## src/rtl/num_text_formatter.sv

```systemverilog
// Binary-to-text formatter: label slots followed by right-aligned decimal digits, 6-bit char codes.
// Optional NUM_TEXT_ZERO_PAD_EN renders leading zeros as '0' instead of blank.
module num_text_formatter #(
    parameter int unsigned VALUE_WIDTH = 20,
    parameter int unsigned NUM_DIGITS  = 6,
    parameter int unsigned LABEL_LEN   = 4
) (
    input  logic                   clk,
    input  logic                   rst_n,
    input  logic                   start,
    input  logic [VALUE_WIDTH-1:0] value,
    input  logic [LABEL_LEN*6-1:0] label,
    output logic                   busy,
    output logic                   done,
    output logic                   overflow,
    output logic [95:0]            text
);

    // Digits needed to hold the largest input, so add-3 never spills for any value.
    localparam int unsigned LOG_DIGITS = (VALUE_WIDTH * 30103) / 100000 + 1;
    localparam int unsigned BCD_DIGITS = (LOG_DIGITS > NUM_DIGITS) ? LOG_DIGITS : NUM_DIGITS;
    localparam int unsigned BCD_W      = BCD_DIGITS * 4;
    localparam int unsigned SHIFT_W    = BCD_W + VALUE_WIDTH;
    localparam int unsigned CNT_W      = $clog2(VALUE_WIDTH + 1);

    localparam logic [5:0] CODE_ZERO = 6'd53;
    localparam logic [5:0] CODE_NINE = 6'd62;
`ifdef NUM_TEXT_ZERO_PAD_EN
    localparam logic [5:0] LEAD_CODE = CODE_ZERO;
`else
    localparam logic [5:0] LEAD_CODE = 6'd0;
`endif

    function automatic logic [63:0] pow10(input int unsigned n);
        logic [63:0] r;
        r = 64'd1;
        for (int unsigned i = 0; i < n; i++) begin
            r = r * 64'd10;
        end
        return r;
    endfunction

    localparam logic [63:0] SAT_LIMIT = pow10(NUM_DIGITS);

    if ((LABEL_LEN + NUM_DIGITS) > 16) begin : g_bad_layout
        $error("num_text_formatter: LABEL_LEN + NUM_DIGITS must not exceed 16");
    end

    typedef enum logic [1:0] {
        StIdle,
        StConvert,
        StPack
    } state_e;

    state_e state_q, state_d;

    logic [SHIFT_W-1:0]     shift_q;
    logic [SHIFT_W-1:0]     shift_adj;
    logic [SHIFT_W-1:0]     shift_d;
    logic [LABEL_LEN*6-1:0] label_q;
    logic                   sat_q;
    logic [CNT_W-1:0]       cnt_q;
    logic [95:0]            text_q;
    logic [95:0]            text_d;
    logic                   done_q;
    logic                   overflow_q;

    // State register
    always_ff @(posedge clk or negedge rst_n) begin
        if (!rst_n) begin
            state_q <= StIdle;
        end else begin
            state_q <= state_d;
        end
    end

    // Next-state logic
    always_comb begin
        state_d = state_q;
        case (state_q)
            StIdle: begin
                if (start) begin
                    state_d = StConvert;
                end
            end
            StConvert: begin
                if (cnt_q == CNT_W'(1)) begin
                    state_d = StPack;
                end
            end
            StPack: begin
                state_d = StIdle;
            end
            default: begin
                state_d = StIdle;
            end
        endcase
    end

    // Output logic
    always_comb begin
        busy = 1'b0;
        case (state_q)
            StConvert, StPack: busy = 1'b1;
            default:           busy = 1'b0;
        endcase
    end

    // Double-dabble step: correct every nibble >= 5, then shift the whole {bcd, value} word.
    always_comb begin
        shift_adj = shift_q;
        for (int unsigned i = 0; i < BCD_DIGITS; i++) begin
            if (shift_q[VALUE_WIDTH + 4*i +: 4] >= 4'd5) begin
                shift_adj[VALUE_WIDTH + 4*i +: 4] = shift_q[VALUE_WIDTH + 4*i +: 4] + 4'd3;
            end
        end
        shift_d = shift_adj << 1;
    end

    // Text assembly from the finished BCD digits; slot order is most significant digit first.
    always_comb begin
        logic       lead;
        logic [3:0] dig;
        logic [5:0] code;
        lead   = 1'b1;
        dig    = 4'd0;
        code   = 6'd0;
        text_d = '0;
        text_d[LABEL_LEN*6-1:0] = label_q;
        for (int unsigned s = 0; s < NUM_DIGITS; s++) begin
            dig = shift_q[VALUE_WIDTH + 4*(NUM_DIGITS - 1 - s) +: 4];
            if ((dig != 4'd0) || (s == NUM_DIGITS - 1)) begin
                lead = 1'b0;
            end
            if (sat_q) begin
                code = CODE_NINE;
            end else if (lead) begin
                code = LEAD_CODE;
            end else begin
                code = CODE_ZERO + {2'b00, dig};
            end
            text_d[(LABEL_LEN + s)*6 +: 6] = code;
        end
    end

    // Datapath and registered outputs
    always_ff @(posedge clk or negedge rst_n) begin
        if (!rst_n) begin
            shift_q    <= '0;
            label_q    <= '0;
            sat_q      <= 1'b0;
            cnt_q      <= '0;
            text_q     <= '0;
            done_q     <= 1'b0;
            overflow_q <= 1'b0;
        end else begin
            done_q <= 1'b0;
            case (state_q)
                StIdle: begin
                    if (start) begin
                        shift_q <= {{BCD_W{1'b0}}, value};
                        label_q <= label;
                        sat_q   <= (64'(value) >= SAT_LIMIT);
                        cnt_q   <= CNT_W'(VALUE_WIDTH);
                    end
                end
                StConvert: begin
                    shift_q <= shift_d;
                    cnt_q   <= cnt_q - CNT_W'(1);
                end
                StPack: begin
                    text_q     <= text_d;
                    overflow_q <= sat_q;
                    done_q     <= 1'b1;
                end
                default: ;
            endcase
        end
    end

    assign text     = text_q;
    assign done     = done_q;
    assign overflow = overflow_q;

endmodule
```

## config.mk

```make
export PLATFORM = sky130hd
export DESIGN_NAME = num_text_formatter
export DESIGN_NICKNAME = d
export VERILOG_FILES = /design/src/rtl/num_text_formatter.sv
export SDC_FILE = /design/constraint.sdc
export NUM_CORES = 1
export LEC_CHECK = 0
export CAP_MARGIN = 20
export CORE_MARGIN = 10
export CORE_UTILIZATION = 46
export DETAILED_ROUTE_END_ITERATION = 10
export GPL_TIMING_DRIVEN = 0
export PLACE_DENSITY = 0.82
export SKIP_CTS_REPAIR_TIMING = 1
export SLEW_MARGIN = 5
export SYNTH_ARGS = -nofsm -noshare
export SYNTH_HDL_FRONTEND = slang
export SYNTH_SLANG_ARGS = --single-unit
```

## constraint.sdc

```tcl
create_clock -name clk -period 1.7 [get_ports clk]
set_input_delay 0.255 -clock clk [delete_from_list [all_inputs] [get_ports clk]]
set_output_delay 0.255 -clock clk [all_outputs]
set_load 0.01 [all_outputs]
```

==> run_results.csv <==
group,metric,value,unit
pwr,powerDensity,1840,nW/um^2
global_route,grt_pass1_wl,26.5,mm
cells_and_area,layout_commonest_cell,"dfrtp_1",
setup_path,path_max_fanout,6,
setup_path,timing.rr.end,"text[42]$_DFFE_PN0P_",
cells_and_area,final_cell_mix,"dfrtp_1, clkdlybuf4s50_1, nor2_1",
synth,synth_warnings,0,
setup_path,ff2ff_setup_slack,-70,ps
clock_network,path_clk_slew,50,ps
synth,yosys.area.top_type,"dfrtp_1",
clock_network,cts_tree,"done",
setup_path,rr_startpoint,"shift_q[40]$_DFFE_PN0P_",
die,ios,146,
setup_path,max_stage_delay,420,ps
sta,rsz0062_at_grt,"yes",
setup_path,crit_chain,"inv_4 -> ha_4 -> nor3b_4 -> nand4_1 -> buf_4 -> a32o_1",
drt,num_vias,4999,
sta,fin_ws,-70.4,ps
setup_path,worst_setup_path_start_kind,"flip-flop",
placed_design,gp_congestion,0.837,
min_path,hold_class,"input port to async pin",
sta,final-hold-violation-count,0,
global_route,grt_max_degree,95,
setup_path,required,2000,ps
placed_design,hpwl,11.6,mm
synth,synth.cell_area,6760,sq um
synth,synth_top_cell_area_share,51.1,%
synth,ys_types,52,
setup_path,critPathBufInv,2,
cells_and_area,fin_nets,854,
die,start_util,46.7,%
pwr,p_leak,4.14,nW
global_route,met3_usage,4.81,%
die,core-area,14500,sq um
setup_path,reg2reg_depth,6,
status,status,"finished with violations",
die,dieArea,20000,sq um
drt,viasPerCell,5.14,
drt,wl_per_cell,16.8,um
synth,synth_area_per_cell,11.1,sq um
sta,fmax,565,MHz
synth,seq_area_frac_synth,51.1,%
drt,wirelength,16.4,mm
clock_network,cts_sinks,138,
sta,slew_headroom,57.7,%
die,die_w,141,um
synth,synthTopCellsByArea,"dfrtp_1, mux2_2, ha_1",
setup_path,path_delay_family,"simple AND/OR/NAND/NOR gates",
pwr,finalPower,0.0165,W
clock_network,cts_buffers,17,
synth,ys_ff_latch,138,
global_route,grt_pass1_vias,5181,
cells_and_area,area_growth,33.0,%
sta,finalSetupViolCount,5,
status,violations,"setup timing",
global_route,grtUsageMet1,19.1,%
die,rows,44,
sta,worstMarginPinSlew,635,ps
setup_path,worstPathArrival,2070,ps
die,fp.dieH,141,um
global_route,antenna_found_initial,0,
setup_path,path_class,"flip-flop to flip-flop",
synth,synth-edff-count,0,
sta,fin_crit_sh,104,%
synth,synthCells,608,
global_route,grt_use_total,16.3,%
job,cap_viol_max_count,0,
synth,synth-async-reset-ratio,100,%
placed_design,io_buffers,109,
sta,slew_violations,0,
synth,synth_ff_type,"dfrtp_1",
clock_network,cts_max_path_buffers,2,
cells_and_area,diodes,0,
pwr,ir_worst_vdd,949,uV
drt,dr.pass1.iters,6,
global_route,grt-busiest-layer,"met2",
drt,drtIter0Drc,412,
cells_and_area,drive_gt1_share,23.3,%
clock_network,htreeDepth,4,
sta,skew,5.10,ps
cells_and_area,final_cells,973,
sta,whs,350,ps
global_route,grt_overflow,0,
clock_network,clock_latency,410,ps
placed_design,numPlacedInstances,937,
setup_path,cpMaxStageDelayCell,"dfrtp_2",
global_route,use_met2,27.3,%
drt,drc,0,
drt,final_antenna_net_count,0,
setup_path,endpoint_kind,"flip-flop",
sta,period_needed,1770,ps
clock_network,cts-root-buf,"clkbuf_16",
==> flip-flops by register name, indices dropped and copies added, names as in the netlist <==
name      count
state_q       2
label_q      24
cnt_q         5
text         60
sat_q         1
overflow      1
shift_q      44
done          1
==> cell usage after synthesis, types with 5 or more instances <==
cell type    n
a21oi_1     43
a32o_1       8
buf_2       18
buf_4       38
buf_6        5
clkbuf_1    11
dfrtp_1    138
ha_1        27
inv_1       22
mux2_1       5
mux2_2      46
mux2i_1     23
nand2_1     35
nand2b_1     9
nor2_1      54
o21ai_0     29
o21ai_1      9
o22ai_1     13
o31ai_1      8
xnor2_1     17
==> kinds of logic after synthesis <==
family,synth area share [%]
mux,11.9
compound gates,12.1
other cells,0.0555
simple gates,8.84
buf+inv,8.33
xor+xnor,2.72
flops,51.1
fa+ha+maj,5.00
==> per-stage QoR <==
stage                     util [%]  setup WS (ps)  instance area, sq um  TNS [ps]
after floorplan                  -           1.43                  6890         0
after global placement        56.7          -5200                  8220   -730290
after detailed placement      56.9           -422                  8240    -17350
after CTS                     60.6           -431                  8780    -17090
after global routing          62.1           -109                  9000      -798
final                         62.1          -70.4                  9000      -143
==> power by group <==
group,internal [W],switching (W),total [W]
sequential,0.00467,0.000847,0.00551
clock,0.00213,0.00129,0.00342
combinational,0.00374,0.00388,0.00762
==> how the worst max path moves through the flow <==
stage	from	endpoint	slack, ps	cells after the start
after floorplan	shift_q[40]$_DFFE_PN0P_	text[50]$_DFFE_PN0P_	1	6
after global placement	rst_n	label_q[11]$_DFFE_PN0P_	-5200	1
after detailed placement	state_q[0]$_DFFE_PN0P_	text[49]$_DFFE_PN0P_	-420	6
after CTS	state_q[0]$_DFFE_PN0P_	text[49]$_DFFE_PN0P_	-430	6
after global routing	shift_q[41]$_DFFE_PN0P_	text[42]$_DFFE_PN0P_	-110	6
final	shift_q[40]$_DFFE_PN0P_	text[42]$_DFFE_PN0P_	-70	6
==> worst register-to-register path: cells and delay by family (launching register included) <==
kind / cells / cell delay (ps)
AO/OA/AOI/OAI: 1 / 260
flip-flops: 1 / 420
adder cells (fa/ha/maj): 1 / 170
AND/OR/NAND/NOR: 2 / 520
buffers and inverters: 2 / 270
==> routing by layer <==
layer  vias to the layer above  part of all wire (%)
met4                         0                   1.5
met2                       176                    50
met5                         -                     0
li1                       2383                     -
met3                        23                   7.2
met1                      2417                    41
==> cell type report <==
cell class	count	area (sq um)
clock buffers	25	495
clock inverters	3	40.0
plain buffers	73	543
fillers	1160	5480
multi-input cells	410	2960
inverters	22	90.1
flip-flops and latches	138	3460
repair buffers	118	1180
well taps	184	230
(Power assumes the default switching activity.)
